===== config.mk =====
export PLATFORM = sky130hd
export DESIGN_NAME = exe_mem_wb_pipe_flat
export DESIGN_NICKNAME = d
export VERILOG_FILES = /design/src/rtl/exe_mem_wb_pkg.sv /design/src/rtl/exe_mem_wb_pipe_if.sv /design/src/rtl/wb_pipe_entry.sv /design/src/rtl/exe_mem_wb_pipe.sv /design/src/flat_wrapper.sv
export SDC_FILE = /design/constraint.sdc
export NUM_CORES = 1
export LEC_CHECK = 0
export ABC_AREA = 1
export CAP_MARGIN = 15
export CORE_ASPECT_RATIO = 0.7
export CORE_MARGIN = 2
export CORE_UTILIZATION = 52
export DETAILED_ROUTE_END_ITERATION = 6
export PLACE_DENSITY = 0.85
export SLEW_MARGIN = 25
export SYNTH_ARGS = -nofsm -noshare
export SYNTH_HDL_FRONTEND = slang
export SYNTH_SLANG_ARGS = --single-unit

===== constraint.sdc =====
create_clock -name clk -period 5.2 [get_ports clk]
set_input_delay 1.04 -clock clk [delete_from_list [all_inputs] [get_ports clk]]
set_output_delay 1.04 -clock clk [all_outputs]
set_load 0.01 [all_outputs]

===== src/rtl/exe_mem_wb_pkg.sv =====
// rtl/exe_mem_wb_pkg.sv - shared types and default widths for the exe/mem-to-writeback stage
package exe_mem_wb_pkg;
  localparam int DATA_W_DEF = 10;
  localparam int ADDR_W_DEF = 3;
  localparam int CNT_W_DEF  = 8;

  // Encoding mirrors {main_valid, skid_valid} so the state is read straight off the entries.
  typedef enum logic [1:0] {
    EMPTY = 2'b00,
    ONE   = 2'b10,
    FULL  = 2'b11
  } pipe_state_t;

  typedef struct packed {
    logic                  wb_en;
    logic [DATA_W_DEF-1:0] rdata;
    logic [ADDR_W_DEF-1:0] waddr;
  } wb_rec_t;
endpackage


===== src/rtl/exe_mem_wb_pipe_if.sv =====
// rtl/exe_mem_wb_pipe_if.sv - upstream, writeback and forwarding signals of the stage
interface exe_mem_wb_pipe_if
  import exe_mem_wb_pkg::*;
#(
  parameter int DATA_W = DATA_W_DEF,
  parameter int ADDR_W = ADDR_W_DEF
);
  logic              in_valid;
  logic              in_ready;
  logic              in_wb_en;
  logic [DATA_W-1:0] in_rdata;
  logic [ADDR_W-1:0] in_waddr;
  logic              out_valid;
  logic              out_ready;
  logic              out_wb_en;
  logic [DATA_W-1:0] out_rdata;
  logic [ADDR_W-1:0] out_waddr;
  logic [ADDR_W-1:0] fwd_addr;
  logic              fwd_hit;
  logic [DATA_W-1:0] fwd_data;

  modport master (
    output in_valid, in_wb_en, in_rdata, in_waddr, out_ready, fwd_addr,
    input  in_ready, out_valid, out_wb_en, out_rdata, out_waddr, fwd_hit, fwd_data
  );

  modport slave (
    input  in_valid, in_wb_en, in_rdata, in_waddr, out_ready, fwd_addr,
    output in_ready, out_valid, out_wb_en, out_rdata, out_waddr, fwd_hit, fwd_data
  );
endinterface


===== src/rtl/wb_pipe_entry.sv =====
// rtl/wb_pipe_entry.sv - one held writeback record with its valid bit
module wb_pipe_entry #(
  parameter int W = 14
) (
  input  logic         clk,
  input  logic         reset,
  input  logic         load,
  input  logic         clr,
  input  logic [W-1:0] rec_in,
  output logic         valid,
  output logic [W-1:0] rec
);
  logic         valid_d, valid_q;
  logic [W-1:0] rec_d, rec_q;

  // Clear wins over load so a flush can never leave a freshly loaded entry valid.
  always_comb begin
    valid_d = valid_q;
    rec_d   = rec_q;
    if (clr) begin
      valid_d = 1'b0;
    end else if (load) begin
      valid_d = 1'b1;
      rec_d   = rec_in;
    end
  end

  always_ff @(posedge clk) begin
    if (reset) begin
      valid_q <= 1'b0;
      rec_q   <= '0;
    end else begin
      valid_q <= valid_d;
      rec_q   <= rec_d;
    end
  end

  assign valid = valid_q;
  assign rec   = rec_q;
endmodule


===== src/rtl/exe_mem_wb_pipe.sv =====
// rtl/exe_mem_wb_pipe.sv - two-entry skid-buffered writeback stage with flush and forwarding
module exe_mem_wb_pipe
  import exe_mem_wb_pkg::*;
#(
  parameter int DATA_W      = DATA_W_DEF,
  parameter int ADDR_W      = ADDR_W_DEF,
  parameter int CNT_W       = CNT_W_DEF,
  parameter bit FWD_SKIP_R0 = 1'b0
) (
  input  logic                 clk,
  input  logic                 reset,
  input  logic                 flush,
  exe_mem_wb_pipe_if.slave     bus,
  output logic [CNT_W-1:0]     flush_cnt
);
  localparam int REC_W = 1 + DATA_W + ADDR_W;

  logic              accept, consume;
  logic              main_valid, skid_valid;
  logic [REC_W-1:0]  main_rec, skid_rec, in_rec, main_in;
  logic              main_load, main_clr, skid_load, skid_clr, main_from_skid;
  logic              in_ready_d, in_ready_q;
  logic [CNT_W-1:0]  flush_cnt_d, flush_cnt_q;
  logic [1:0]        flushed;
  logic [CNT_W:0]    cnt_sum;
  logic              fwd_en, main_hit, skid_hit;
  pipe_state_t       state;

  assign in_rec  = {bus.in_wb_en, bus.in_rdata, bus.in_waddr};
  assign accept  = bus.in_valid & in_ready_q;
  assign consume = main_valid & bus.out_ready;
  assign state   = pipe_state_t'({main_valid, skid_valid});
  assign main_in = main_from_skid ? skid_rec : in_rec;

  always_comb begin
    main_load      = 1'b0;
    main_clr       = 1'b0;
    skid_load      = 1'b0;
    skid_clr       = 1'b0;
    main_from_skid = 1'b0;
    if (flush) begin
      main_clr = 1'b1;
      skid_clr = 1'b1;
    end else begin
      case (state)
        EMPTY: main_load = accept;
        ONE: begin
          if (accept && consume) main_load = 1'b1;
          else if (accept)       skid_load = 1'b1;
          else if (consume)      main_clr  = 1'b1;
        end
        FULL: begin
          if (consume) begin
            main_load      = 1'b1;
            main_from_skid = 1'b1;
            skid_clr       = 1'b1;
          end
        end
        default: ;
      endcase
    end
  end

  // Ready looks only at the next skid occupancy, keeping out_ready off the in_ready path.
  assign in_ready_d = !((skid_valid & !skid_clr) | skid_load);

  // A record consumed in the flush cycle reached writeback, so it is not counted as discarded.
  assign flushed = {1'b0, main_valid} + {1'b0, skid_valid} + {1'b0, accept} - {1'b0, consume};
  assign cnt_sum = {1'b0, flush_cnt_q} + (CNT_W+1)'(flushed);

  always_comb begin
    flush_cnt_d = flush_cnt_q;
    if (flush) flush_cnt_d = cnt_sum[CNT_W] ? {CNT_W{1'b1}} : cnt_sum[CNT_W-1:0];
  end

  always_ff @(posedge clk) begin
    if (reset) begin
      in_ready_q  <= 1'b0;
      flush_cnt_q <= '0;
    end else begin
      in_ready_q  <= in_ready_d;
      flush_cnt_q <= flush_cnt_d;
    end
  end

  wb_pipe_entry #(.W(REC_W)) u_main (
    .clk(clk), .reset(reset), .load(main_load), .clr(main_clr),
    .rec_in(main_in), .valid(main_valid), .rec(main_rec)
  );

  wb_pipe_entry #(.W(REC_W)) u_skid (
    .clk(clk), .reset(reset), .load(skid_load), .clr(skid_clr),
    .rec_in(in_rec), .valid(skid_valid), .rec(skid_rec)
  );

  assign fwd_en   = !(FWD_SKIP_R0 && (bus.fwd_addr == '0));
  assign main_hit = fwd_en & main_valid & main_rec[REC_W-1] & (main_rec[ADDR_W-1:0] == bus.fwd_addr);
  assign skid_hit = fwd_en & skid_valid & skid_rec[REC_W-1] & (skid_rec[ADDR_W-1:0] == bus.fwd_addr);

  always_comb begin
    bus.fwd_data = '0;
    if (skid_hit)      bus.fwd_data = skid_rec[ADDR_W +: DATA_W];
    else if (main_hit) bus.fwd_data = main_rec[ADDR_W +: DATA_W];
  end

  assign bus.fwd_hit   = main_hit | skid_hit;
  assign bus.in_ready  = in_ready_q;
  assign bus.out_valid = main_valid;
  assign bus.out_wb_en = main_valid & main_rec[REC_W-1];
  assign bus.out_rdata = main_rec[ADDR_W +: DATA_W];
  assign bus.out_waddr = main_rec[ADDR_W-1:0];
  assign flush_cnt     = flush_cnt_q;
endmodule


===== src/flat_wrapper.sv =====
// flat-port wrapper written by rule: the top's interface ports become plain ports
module exe_mem_wb_pipe_flat import exe_mem_wb_pkg::*;
#(
  parameter int DATA_W      = DATA_W_DEF,
  parameter int ADDR_W      = ADDR_W_DEF,
  parameter int CNT_W       = CNT_W_DEF,
  parameter bit FWD_SKIP_R0 = 1'b0
)
  (clk, reset, flush, flush_cnt, bus_in_valid, bus_in_wb_en, bus_in_rdata, bus_in_waddr, bus_out_ready, bus_fwd_addr, bus_in_ready, bus_out_valid, bus_out_wb_en, bus_out_rdata, bus_out_waddr, bus_fwd_hit, bus_fwd_data);
  exe_mem_wb_pipe_if #(.DATA_W(DATA_W), .ADDR_W(ADDR_W)) bus_i ();
  input  logic clk;
  input  logic reset;
  input  logic flush;
  output logic [CNT_W-1:0] flush_cnt;
  input wire logic [$bits(bus_i.in_valid)-1:0] bus_in_valid;
  input wire logic [$bits(bus_i.in_wb_en)-1:0] bus_in_wb_en;
  input wire logic [$bits(bus_i.in_rdata)-1:0] bus_in_rdata;
  input wire logic [$bits(bus_i.in_waddr)-1:0] bus_in_waddr;
  input wire logic [$bits(bus_i.out_ready)-1:0] bus_out_ready;
  input wire logic [$bits(bus_i.fwd_addr)-1:0] bus_fwd_addr;
  output wire logic [$bits(bus_i.in_ready)-1:0] bus_in_ready;
  output wire logic [$bits(bus_i.out_valid)-1:0] bus_out_valid;
  output wire logic [$bits(bus_i.out_wb_en)-1:0] bus_out_wb_en;
  output wire logic [$bits(bus_i.out_rdata)-1:0] bus_out_rdata;
  output wire logic [$bits(bus_i.out_waddr)-1:0] bus_out_waddr;
  output wire logic [$bits(bus_i.fwd_hit)-1:0] bus_fwd_hit;
  output wire logic [$bits(bus_i.fwd_data)-1:0] bus_fwd_data;
  assign bus_i.in_valid = bus_in_valid;
  assign bus_i.in_wb_en = bus_in_wb_en;
  assign bus_i.in_rdata = bus_in_rdata;
  assign bus_i.in_waddr = bus_in_waddr;
  assign bus_i.out_ready = bus_out_ready;
  assign bus_i.fwd_addr = bus_fwd_addr;
  assign bus_in_ready = bus_i.in_ready;
  assign bus_out_valid = bus_i.out_valid;
  assign bus_out_wb_en = bus_i.out_wb_en;
  assign bus_out_rdata = bus_i.out_rdata;
  assign bus_out_waddr = bus_i.out_waddr;
  assign bus_fwd_hit = bus_i.fwd_hit;
  assign bus_fwd_data = bus_i.fwd_data;
  exe_mem_wb_pipe #(.DATA_W(DATA_W), .ADDR_W(ADDR_W), .CNT_W(CNT_W), .FWD_SKIP_R0(FWD_SKIP_R0)) u_core (.clk(clk), .reset(reset), .flush(flush), .bus(bus_i), .flush_cnt(flush_cnt));
endmodule

# --- Word level (Yosys, flattened, before mapping) ---
# Index checks and enable logic that the tools add are counted.
classes:
  n_mux: 19
  add_sub_neg: 4
  n_eq_ne: 4
  n_mul: 0
  magnitude_cmp: 0
  n_reduce_logical: 8
  div: 0
  bitwise: 11
  shift: 0
op_table:
  columns: ["cell", "count"]
  rows:
  - ["$mux 10", 2]
  - ["$mux 1", 14]
  - ["$mux 14", 1]
  - ["$add 8x2->9", 1]
  - ["$mux 8", 1]
  - ["$and 1x1->1", 7]
  - ["$eq 3x3->1", 2]
  - ["$eq 2x2->1 const B", 2]
  - ["$reduce_and 2->1", 2]
  - ["$reduce_or 2->1", 2]
  - ["$pmux 1 s3", 1]
  - ["$add 1x1->2", 1]
  - ["$add 2x1->2", 1]
  - ["$logic_not 1->1", 2]
  - ["$logic_not 2->1", 1]
  - ["$not 1->1", 2]
  - ["$or 1x1->1", 2]
  - ["$sub 2x1->2", 1]
  - ["$logic_and 1x1->1", 1]
word_totals:
  input_bits: 22
  output_inout_bits: 35
  ff_bits: 39
  ramBits: 0
  mem_bits_ro: 0
  elab_cells: 52
  latch_bits: 0
  n_memories: 0

# --- Depth between registers and ports, before layout ---
logic_depth:
  depth_word: 8
  ltp_mapped: 15
  mapped_depth_nobuf: 15

# --- Cells and area by module ---
# From an unflattened synthesis, not the netlist that was laid out.
unflattened:
  hier_cells: 362
  area_unflattened_um2: 2379.8
modules_own_cells:
  columns: ["mod", "seq_area_each_um2", "area_each_um2", "cells_per_inst", "n_inst"]
  rows:
  - ["wb_pipe_entry", 300.3, 646.9, 96, 2]
  - ["exe_mem_wb_pipe", 180.2, 1086.0, 170, 1]

# --- Worst setup path before layout ---
# OpenSTA, ideal clock, no wires.
synth_path:
  path_type: "input-to-output"
  start: "input port bus_fwd_addr[2]"
  end: "output port bus_fwd_data[0]"
  path_buffers: 1
  t_arrival_ps: 1799
  slack_ps: 2361
  required_time_ps: 4160
  cell_stages: 7
  path_cell_list: "inv_1 -> nand2_1 -> nand2_1 -> nor3_1 -> nand2_1 -> clkbuf_2 -> o21ai_0"
synth_via:
  elab_chain_len: 4
  elab_cells_between_ends: 6
  cone_classes: "eq/ne (2); mux (2); bitwise (2)"
synth_rtl:
  columns: ["element", "line_no", "source"]
  rows:
  - ["from (decl)", "flat_wrapper.sv:20", "input wire logic [$bits(bus_i.fwd_addr)-1:0] bus_fwd_addr;"]
  - ["$eq 3x3->1", "exe_mem_wb_pipe.sv:97", "assign main_hit = fwd_en & main_valid & main_rec[REC_W-1] & (main_rec[ADDR_W-1:0] == bus.fwd_addr);"]
  - ["$and 1x1->1", "exe_mem_wb_pipe.sv:97", null]
  - ["$mux 10", "exe_mem_wb_pipe.sv:103", "else if (main_hit) bus.fwd_data = main_rec[ADDR_W +: DATA_W];"]
  - ["$mux 10 *", "exe_mem_wb_pipe.sv:102", "if (skid_hit) bus.fwd_data = skid_rec[ADDR_W +: DATA_W];"]
  - ["to (decl)", "flat_wrapper.sv:27", "output wire logic [$bits(bus_i.fwd_data)-1:0] bus_fwd_data;"]
# Mark *: on every way between the ends. The rest lies on a longest branch, timed or not.

# --- Worst setup path after layout ---
layout_path:
  start: "input port bus_fwd_addr[0]"
  end: "output port bus_fwd_data[0]"
# The elaborated chain is that of the path after synthesis.

==> impl_metrics.csv <==
group,metric,value,unit
synthesis,yosysSeqAreaShare,0.371,
clocking,cts_buffer_depth,2,
timing,setup_viol,0,
job,max_cap_viol_count,0,
drt,wl_per_cell,12.6,um
placed_design,gp_congestion,0.889,
timing,fin_crit_sh,0.800,
drt,via_count,2045,
placed_design,port_buffers,56,
drt,first_pass_iters,4,
floorplanning,dieHeight,57.2,um
run_status,status,"complete, no violations",
clocking,cts-root-buf,"clkbuf_8",
setup_path,reg2reg_setup_slack,2700,ps
floorplanning,die_w,80.0,um
worst_hold_path,hold_depth,2,
floorplanning,start_util,0.540,
setup_path,critPathKind,"input port to output pin",
clocking,cts_tree,"built",
clocking,htree_levels,2,
timing,final.setup.tns,0,ps
floorplanning,io_pins,57,
global_route,grt_pass1_vias,1808,
synthesis,syn_area,2100,um2
global_route,grt_util_all_layers,0.222,
clocking,cts_buffers,5,
power,peakVddDrop,0.147,mV
setup_path,path_buf_inv,2,
synthesis,synthCells,300,
drt,wirelength,4.90,mm
setup_path,crit_required,4160,ps
timing,period_needed,4160,ps
synthesis,syn_area_per_cell,7.02,um2
clocking,cts_hold_buf,0,
power,p_comb_frac,0.117,
setup_path,worstReg2RegStart,"u_core.u_main.valid",
power,p_leak,0.989,nW
global_route,grt_pass1_wl,7.96,mm
timing,worst_pin_slew,867,ps
drt,ant_nets,0,
timing,max_freq,240,MHz
power,p_sw_frac,0.244,
drt,vias_per_cell,5.24,
setup_path,worstReg2RegEnd,"u_core.flush_cnt[3]",
setup_path,crit_chain,"clkdlybuf4s50_1 -> nor2_1 -> nor3_1 -> nand2_1 -> o21ai_0 -> clkdlybuf4s50_1",
finish,layout-drive-gt1-share,0.0562,
global_route,grt_max_degree,31,
power,p_total,572,uW
power,p_int,432,uW
synthesis,yosys_warnings,0,
clocking,clk_pin_slew,70,ps
setup_path,cp_slowest_cell,"clkdlybuf4s50_1",
finish,n_antenna_cell,0,
timing,rsz0062_at_grt,"false",
clocking,cts_setup_buffers,0,
global_route,grt-ovfl-total,0,
setup_path,cpLargestDelayFamily,"buffers and inverters",
worst_hold_path,min_from,"u_core.u_main.rec[13]",
synthesis,post_synth_num_cell_types,33,
power,seqPwrFrac,0.541,
finish,fin_area,2630,um2
finish,syn2layout_area_growth,25.0,%
worst_hold_path,hold_end,"u_core.u_main.rec[13]",
floorplanning,dieArea,4580,um2
drt,drc,0,
floorplanning,rows,19,
setup_path,r2r_cells,12,
clocking,clk_latency,290,ps
floorplanning,core,3900,um2
finish,layout.nets,363,
setup_path,cp_max_fo,21,
power,power_switching,140,uW
setup_path,slowest_delay,590,ps
timing,finClkSkew,5.91,ps
synthesis,synth.ff_latch_count,39,
setup_path,crit_top_cell,"clkdlybuf4s50_1",
global_route,antenna_found_initial,0,
synthesis,syn_nets,326,
placed_design,placed_area,2540,um2
placed_design,dp.final_hpwl,3.39,mm
power,power_density,218,nW/um2
power,clkPwrFrac,0.342,
drt,drt_iter0_markers,100,
worst_hold_path,hold_class,"flip-flop to flip-flop",
timing,max_slew_margin,0.420,
timing,final_max_slew_viol_count,0,
clocking,clock_sinks,39,
setup_path,end_kind,"output pin",
clocking,cts_resized,0,
setup_path,arrival,3120,ps
setup_path,start_kind,"input port",
timing,fin_hold_ws,479,ps
timing,hold_viol_final,0,
logic make-up after synthesis:
kind of cell    synth area share
flops                      0.371
buf+inv                    0.144
fa+ha+maj                 0.0274
xor+xnor                  0.0125
simple gates               0.257
compound gates             0.188
cells in the mapped netlist (all sizes together):
master,number,area [um2]
a21oi,34,170
a31oi,2,12.5
and3,1,6.26
buf,23,174
clkbuf,3,12.5
dfxtp,39,781
fa,1,20.0
ha,3,37.5
inv,30,118
nand2,76,288
nand3,20,105
nand3b,1,7.51
nand4,4,40.0
nor2,14,70.1
nor3,1,5.00
nor4,1,6.26
o211ai,1,7.51
o21ai,41,205
or2,2,12.5
xnor2,1,8.76
xor2,2,17.5
placed cells by master, fill, tap and decap left out:
cell type        synthesis  layout
dfxtp_1                 39      39
fa_1                     1       1
nor2_4                   2       2
nand3_2                  1       2
xnor2_1                  1       1
or2_2                    2       2
nand3b_1                 1       1
clkdlybuf4s50_1          0      56
a31oi_1                  2       2
clkinv_2                 0       1
o21ai_1                 20      20
and3_1                   1       1
nand3_1                 19      18
inv_1                   26      26
nand4_1                  3       3
clkbuf_1                 2       2
ha_1                     3       3
nor2_1                  11      11
a21oi_1                 34      34
nor2_2                   1       1
nand2_1                 75      75
o211ai_1                 1       1
nor3_1                   1       1
o21ai_0                 21      21
nand4_4                  1       1
nand2_2                  1       1
nor4_1                   1       1
inv_6                    1       1
inv_2                    3       3
clkbuf_8                 0       5
xor2_1                   2       2
tightest hold or removal path: stages, from the launching register on:
cell     delay (ps)
dfxtp_1         320
nand2_1          60
a21oi_1          60
routing by layer:
| metal | GRT usage | routed length (um) | vias up |
|---|---|---|---|
| met2 | 0.344 | 2200 | 52 |
| li1 | - | - | 1044 |
| met5 | 0 | 0 | - |
| met1 | 0.304 | 2390 | 945 |
| met3 | 0.0696 | 258 | 4 |
| met4 | 0.0581 | 46 | 0 |
power by group through the flow:
stage               Sequential, mW  Combinational [mW]  Clock [mW]
global placement             0.316              0.0644           0
finish                       0.309              0.0668       0.196
detailed placement           0.316              0.0658           0
CTS                          0.309              0.0664       0.199
global route                 0.310              0.0732       0.214
floorplan                    0.316              0.0376           0
per-stage QoR:
step,setup slack (ps),instances,util
2_1_floorplan,2360,300,-
3_3_place_gp,1100,382,0.652
3_5_place_dp,1090,382,0.652
4_1_cts,1060,390,0.673
5_1_grt,837,390,0.675
6_report,1040,390,0.675
worst max-delay path by stage:
stage          cells past startpoint         endpoint             from  slack, ps
2_1_floorplan                      7  bus_fwd_data[0]  bus_fwd_addr[2]       2360
3_3_place_gp                       8  bus_fwd_data[0]  bus_fwd_addr[2]       1100
3_5_place_dp                       6  bus_fwd_data[0]  bus_fwd_addr[0]       1090
4_1_cts                            8  bus_fwd_data[0]  bus_fwd_addr[2]       1060
5_1_grt                            8  bus_fwd_data[0]  bus_fwd_addr[2]        840
6_report                           6  bus_fwd_data[0]  bus_fwd_addr[0]       1040
sequential cells by signal (all words and copies together) (netlist names):
signal	flops
u_core.u_main.valid	1
u_core.u_skid.rec	14
u_core.u_skid.valid	1
u_core.bus.in_ready	1
u_core.u_main.rec	14
u_core.flush_cnt	8
layout make-up:
cell class                 instances  area (um2)
fill                             353        1270
multi-input combinational        205        1020
sequential                        39         781
timing repair buffer              56         561
inverter                          30         118
clock buffer                       7        76.3
tap                               52        65.1
clock inverter                     1        5.00
Note: power is estimated with default switching activity, not from simulation.
